## config.mk

```make
export PLATFORM = sky130hd
export DESIGN_NAME = sar_ctrl_flat
export DESIGN_NICKNAME = d
export VERILOG_FILES = /design/src/rtl/sar_ctrl_if.sv /design/src/rtl/sar_ctrl.sv /design/src/flat_wrapper.sv
export SDC_FILE = /design/constraint.sdc
export NUM_CORES = 1
export LEC_CHECK = 0
export ABC_AREA = 1
export CAP_MARGIN = 0
export CORE_MARGIN = 1.5
export CORE_UTILIZATION = 35
export DETAILED_ROUTE_END_ITERATION = 12
export DONT_BUFFER_PORTS = 1
export REMOVE_ABC_BUFFERS = 1
export SYNTH_ARGS = -nofsm -noshare
export SYNTH_HDL_FRONTEND = slang
export SYNTH_SLANG_ARGS = --single-unit
export TNS_END_PERCENT = 10
```

## constraint.sdc

```tcl
create_clock -name clk -period 5.08 [get_ports clk]
set_clock_uncertainty 0.2 [all_clocks]
set_input_delay 0.762 -clock clk [delete_from_list [all_inputs] [get_ports clk]]
set_output_delay 0.762 -clock clk [all_outputs]
set_load 0.03 [all_outputs]
```

## src/rtl/sar_ctrl_if.sv

```systemverilog
// -----------------------------------------------------------------------------
// sar_ctrl_if
// Readout-side handshake between the digital sequencer and the SAR controller.
//   start         sequencer -> controller   conversion request
//   busy          controller -> sequencer   conversion in progress
//   result[15:0]  controller -> sequencer   final code, zero-extended
//   result_valid  controller -> sequencer   result available
//   result_ready  sequencer -> controller   result accepted
// master = sequencer/readout side, slave = SAR controller.
// -----------------------------------------------------------------------------
interface sar_ctrl_if;
   logic        start;
   logic        busy;
   logic [15:0] result;
   logic        result_valid;
   logic        result_ready;

   modport master (
      output start,
      output result_ready,
      input  busy,
      input  result,
      input  result_valid
   );

   modport slave (
      input  start,
      input  result_ready,
      output busy,
      output result,
      output result_valid
   );
endinterface

```

## src/rtl/sar_ctrl.sv

```systemverilog
// -----------------------------------------------------------------------------
// sar_ctrl
// SAR conversion sequencer for a 16+16 bottom-plate capacitor array.
// A start request runs a sample phase and then an MSB-first binary search
// over the main caps; the diff caps are driven with the complement. The
// comparator is strobed once per bit and the final code is handed out on a
// valid/ready handshake.
// Ports:
//   clk             clock, rising edge
//   rst_n           asynchronous active-low reset
//   bus             readout handshake (start/busy/result/result_valid/result_ready)
//   samp_en         sampling switch enable
//   comp_clk        one-cycle comparator strobe
//   comp_out        comparator decision (1 = keep trial bit)
//   cap_botplate_m  main-cap bottom-plate drive
//   cap_botplate_d  diff-cap bottom-plate drive
// -----------------------------------------------------------------------------
module sar_ctrl #(
   parameter int NBITS         = 16,
   parameter int SAMPLE_CYCLES = 4,
   parameter int SETTLE_CYCLES = 2
) (
   input  logic        clk,
   input  logic        rst_n,
   sar_ctrl_if.slave   bus,
   output logic        samp_en,
   output logic        comp_clk,
   input  logic        comp_out,
   output logic [15:0] cap_botplate_m,
   output logic [15:0] cap_botplate_d
);

   if (NBITS < 1 || NBITS > 16) begin : g_bad_nbits
      $error("sar_ctrl: NBITS must be in 1..16");
   end
   if (SAMPLE_CYCLES < 1 || SETTLE_CYCLES < 1) begin : g_bad_cycles
      $error("sar_ctrl: SAMPLE_CYCLES and SETTLE_CYCLES must be >= 1");
   end

   localparam int CNT_MAX = (SAMPLE_CYCLES > SETTLE_CYCLES) ? SAMPLE_CYCLES : SETTLE_CYCLES;
   localparam int CNT_W   = $clog2(CNT_MAX + 1);
   localparam logic [3:0] TOP_IDX = 4'(NBITS - 1);

   typedef enum logic [2:0] {IDLE, SAMPLE, SETTLE, STROBE, DECIDE, DONE} state_t;

   state_t             state_reg, state_next;
   logic [CNT_W-1:0]   cnt_reg, cnt_next;
   logic [3:0]         idx_reg, idx_next;
   logic [15:0]        m_reg, m_next;
   logic [15:0]        d_reg, d_next;
   logic [15:0]        result_reg, result_next;
   logic [15:0]        bit_mask;

   // Bits at or above NBITS are never driven on either cap port.
   for (genvar gi = 0; gi < 16; gi++) begin : g_mask
      if (gi < NBITS) begin : g_used
         assign bit_mask[gi] = 1'b1;
      end else begin : g_unused
         assign bit_mask[gi] = 1'b0;
      end
   end

   // State register and datapath registers
   always_ff @(posedge clk or negedge rst_n) begin
      if (!rst_n) begin
         state_reg  <= IDLE;
         cnt_reg    <= '0;
         idx_reg    <= TOP_IDX;
         m_reg      <= '0;
         d_reg      <= '0;
         result_reg <= '0;
      end else begin
         state_reg  <= state_next;
         cnt_reg    <= cnt_next;
         idx_reg    <= idx_next;
         m_reg      <= m_next;
         d_reg      <= d_next;
         result_reg <= result_next;
      end
   end

   // Next-state and datapath update
   always_comb begin
      state_next  = state_reg;
      cnt_next    = cnt_reg;
      idx_next    = idx_reg;
      m_next      = m_reg;
      result_next = result_reg;
      case (state_reg)
         IDLE: begin
            m_next = '0;
            if (bus.start) begin
               state_next = SAMPLE;
               cnt_next   = CNT_W'(SAMPLE_CYCLES);
               idx_next   = TOP_IDX;
            end
         end
         SAMPLE: begin
            if (cnt_reg == CNT_W'(1)) begin
               state_next = SETTLE;
               cnt_next   = CNT_W'(SETTLE_CYCLES);
               m_next     = 16'(1) << TOP_IDX;
            end else begin
               cnt_next = cnt_reg - CNT_W'(1);
            end
         end
         SETTLE: begin
            if (cnt_reg == CNT_W'(1)) begin
               state_next = STROBE;
            end else begin
               cnt_next = cnt_reg - CNT_W'(1);
            end
         end
         STROBE: begin
            state_next = DECIDE;
         end
         DECIDE: begin
            m_next[idx_reg] = comp_out;
            if (idx_reg != 4'd0) begin
               m_next[idx_reg - 4'd1] = 1'b1;
               idx_next   = idx_reg - 4'd1;
               cnt_next   = CNT_W'(SETTLE_CYCLES);
               state_next = SETTLE;
            end else begin
               // Capture the final code, including this last decision.
               result_next = m_next;
               state_next  = DONE;
            end
         end
         DONE: begin
            // In DONE result_valid is high, so ready alone completes the handshake.
            if (bus.result_ready) begin
               state_next = IDLE;
               m_next     = '0;
               idx_next   = TOP_IDX;
            end
         end
         default: begin
            state_next = IDLE;
            m_next     = '0;
            idx_next   = TOP_IDX;
         end
      endcase
      m_next = m_next & bit_mask;
      result_next = result_next & bit_mask;
      // Diff drive follows the main drive edge-for-edge; held at 0 only in reset.
      d_next = ~m_next & bit_mask;
   end

   // Moore outputs decoded from the state register
   always_comb begin
      bus.busy         = (state_reg != IDLE);
      bus.result_valid = (state_reg == DONE);
      bus.result       = result_reg;
      samp_en          = (state_reg == SAMPLE);
      comp_clk         = (state_reg == STROBE);
      cap_botplate_m   = m_reg;
      cap_botplate_d   = d_reg;
   end

endmodule

```

## src/flat_wrapper.sv

```systemverilog
// flat-port wrapper written by rule: the top's interface ports become plain ports
module sar_ctrl_flat 
#(
   parameter int NBITS         = 16,
   parameter int SAMPLE_CYCLES = 4,
   parameter int SETTLE_CYCLES = 2
)
  (clk, rst_n, samp_en, comp_clk, comp_out, cap_botplate_m, cap_botplate_d, bus_start, bus_result_ready, bus_busy, bus_result, bus_result_valid);
  sar_ctrl_if bus_i ();
  input  logic clk;
  input  logic rst_n;
  output logic samp_en;
  output logic comp_clk;
  input  logic comp_out;
  output logic [15:0] cap_botplate_m;
  output logic [15:0] cap_botplate_d;
  input wire logic [$bits(bus_i.start)-1:0] bus_start;
  input wire logic [$bits(bus_i.result_ready)-1:0] bus_result_ready;
  output wire logic [$bits(bus_i.busy)-1:0] bus_busy;
  output wire logic [$bits(bus_i.result)-1:0] bus_result;
  output wire logic [$bits(bus_i.result_valid)-1:0] bus_result_valid;
  assign bus_i.start = bus_start;
  assign bus_i.result_ready = bus_result_ready;
  assign bus_busy = bus_i.busy;
  assign bus_result = bus_i.result;
  assign bus_result_valid = bus_i.result_valid;
  sar_ctrl #(.NBITS(NBITS), .SAMPLE_CYCLES(SAMPLE_CYCLES), .SETTLE_CYCLES(SETTLE_CYCLES)) u_core (.clk(clk), .rst_n(rst_n), .bus(bus_i), .samp_en(samp_en), .comp_clk(comp_clk), .comp_out(comp_out), .cap_botplate_m(cap_botplate_m), .cap_botplate_d(cap_botplate_d));
endmodule
```

==> results.ini <==
[clock_tree]
clk_latency_ps = 360
postCtsHoldBufs = 1
cts.sinks = 58
post_cts.repair.setup_buffers = 0
clkTransAtPathRegs_ps = 70
htreeDepth = 3
clockBufferDepth = 2
cts_resized = 0
cts_tree = built
cts_inserted_buffers = 9
root_buffer = clkbuf_8

[routing]
route.met3.wl_um = 598
top_layer = met4
dr.pass1.iters = 4
wl_met1_um = 3140
ant_nets = 0
drt-total-wl_um = 7040
vias = 2291
wl_met2_um = 3120
via_per_inst = 4.85
drc = 0
wl_per_cell_um = 14.9
dr.first_iter.drc_count = 145

[power_and_ir_drop]
powerDensity_nw_per_um2 = 483
leakage_uw = 0.00174
irDropWorstVdd_uv = 153
p_total_uw = 1570

[die]
rows = 33
initial_utilization_pct = 36.3
ioPinCount = 57
die_height_um = 95.3
coreArea_um2 = 8220
chipWidth_um = 95.3
die_area_um2 = 9080

[logic_synthesis]
netlist.area_leader.share_pct = 45.3
synth-warning-count = 0
synth.most_common_cell = nand2_1
syn-mean-instance-area_um2 = 8.29
syn_inst = 360
synth_edf_count = 0
yosys_most_used_dff = dfrtp_1
synth_top_cell_by_area = dfrtp_1
synth_seq_cells = 58
seq_area_frac_synth_pct = 48.8
async_flop_share_pct = 100
synth_cell_types = 27
synth.top_cells.by_count = 102 x nand2_1, 54 x dfrtp_1, 31 x nand3_1
syn_area_um2 = 2980
synth_area_leaders = dfrtp_1 45%, nand2_1 13%, nand3_1 5.2%

[place]
port_buffers = 0
place.gp.congestion = 0.869
post-place-ws_ps = 2310
dpl.hpwl_um = 4890

[timing]
timing.final.crit_share_pct = 55.0
finalMaxSlewViolations = 0
worstMarginPinSlew_ps = 897
rsz0062_at_grt = no
max_freq_mhz = 358
fin_ws_ps = 2290
finalSetupTns_ps = 0
setup_viol = 0
hold_viol_final = 0
slew_headroom_pct = 40.1
post-route-min-period_ps = 2790

[worst_hold_path]
hp-class = in -> async

[grt]
grt_pass1_vias = 2354
grt_use_total_pct = 17.6
grt_pass1_wl_um = 11800
grt_overflow = 0
grt_max_degree = 55
grt_antenna_before_repair = 0

[final_layout]
nNetsFinal = 373
final_util_pct = 39.6
drive_gt1_share_pct = 17.7
antenna_cells = 0
n_fill_cell = 838
syn2layout_area_growth_pct = 9.02

[critical_path]
cp.arrival_ps = 2820
ff2ff_setup_slack_ps = 2290
worstPathRequired_ps = 5100
cp-start-kind = flop
cp-end-kind = flop
critPathKind = reg -> reg
worst-path-max-fanout = 30

[flow_run]
drv_cap = 0

[outcome]
status = completed

-- per-layer routing --
metal | vias up | track usage (%)
met5 | - | 0
met4 | 0 | 10.4
li1 | 1144 | -
met1 | 1067 | 21.3
met2 | 68 | 26.4
met3 | 12 | 6.70
-- worst max-delay path, stage by stage, from the launching register on --
cell and delay, ps:
dfrtp_1 470, nor2_4 160, nand2_2 110, inv_2 450
nand2_1 690, nand2_1 330, nor2_2 90, nand2_1 60
o21ai_0 90
-- area by class of cell --
class	count	area, um2	area share [%]
clock buffers	13	149	4.58
clock inverters	3	40.0	1.23
inverters	44	165	5.08
multi-input cells	248	1280	39.4
flip-flops and latches	58	1460	44.8
well taps	105	131	4.04
repair buffers	1	27.5	0.846
-- metrics by stage --
step	hold slack [ps]	area (um2)	std cells
finish	39.6	3250	472
global route	30.0	3250	472
CTS	30.8	3250	472
detailed placement	267	3040	455
floorplan	266	2900	350
global placement	268	3040	455
-- logic make-up (layout without fill, tap and decap cells) --
| group | Yosys count | count (layout) | share of synthesized area (%) |
|---|---|---|---|
| AO/OA/AOI/OAI | 61 | 61 | 11.7 |
| XOR/XNOR | 1 | 1 | 0.294 |
| flip-flops | 58 | 58 | 48.8 |
| AND/OR/NAND/NOR | 180 | 180 | 28.5 |
| buffers and inverters | 54 | 61 | 8.18 |
| adder cells (fa/ha/maj) | 6 | 6 | 2.52 |
-- path summary, 6_finish.rpt --
check,start,end,depth (start not counted)
setup / recovery,u_core.state_reg[0],u_core.cnt_reg[1],8
hold / removal,rst_n,u_core.idx_reg[0],0
setup reg to reg,u_core.state_reg[0],u_core.cnt_reg[1],8
hold reg to reg,u_core.cnt_reg[0],u_core.cnt_reg[0],2
max in group asynchronous,rst_n,u_core.bus.result[7],1
min in group clk,u_core.cnt_reg[0],u_core.cnt_reg[0],2
-- where the power goes --
| part | switching (uW) | internal [uW] |
|---|---|---|
| sequential | 87.1 | 517 |
| clock | 185 | 239 |
| combinational | 394 | 150 |
-- placed cells by master, fill, tap and decap left out, types with 7 or more instances in the layout --
cell type and instances:
inv_1 28, o21ai_0 28, nand3_1 31, a21oi_1 15
nand2_4 10, clkbuf_8 10, nand2_1 102, inv_2 15
a21oi_2 7, dfrtp_1 54, nor2_1 22
Note: power is estimated with default switching activity, not from simulation.
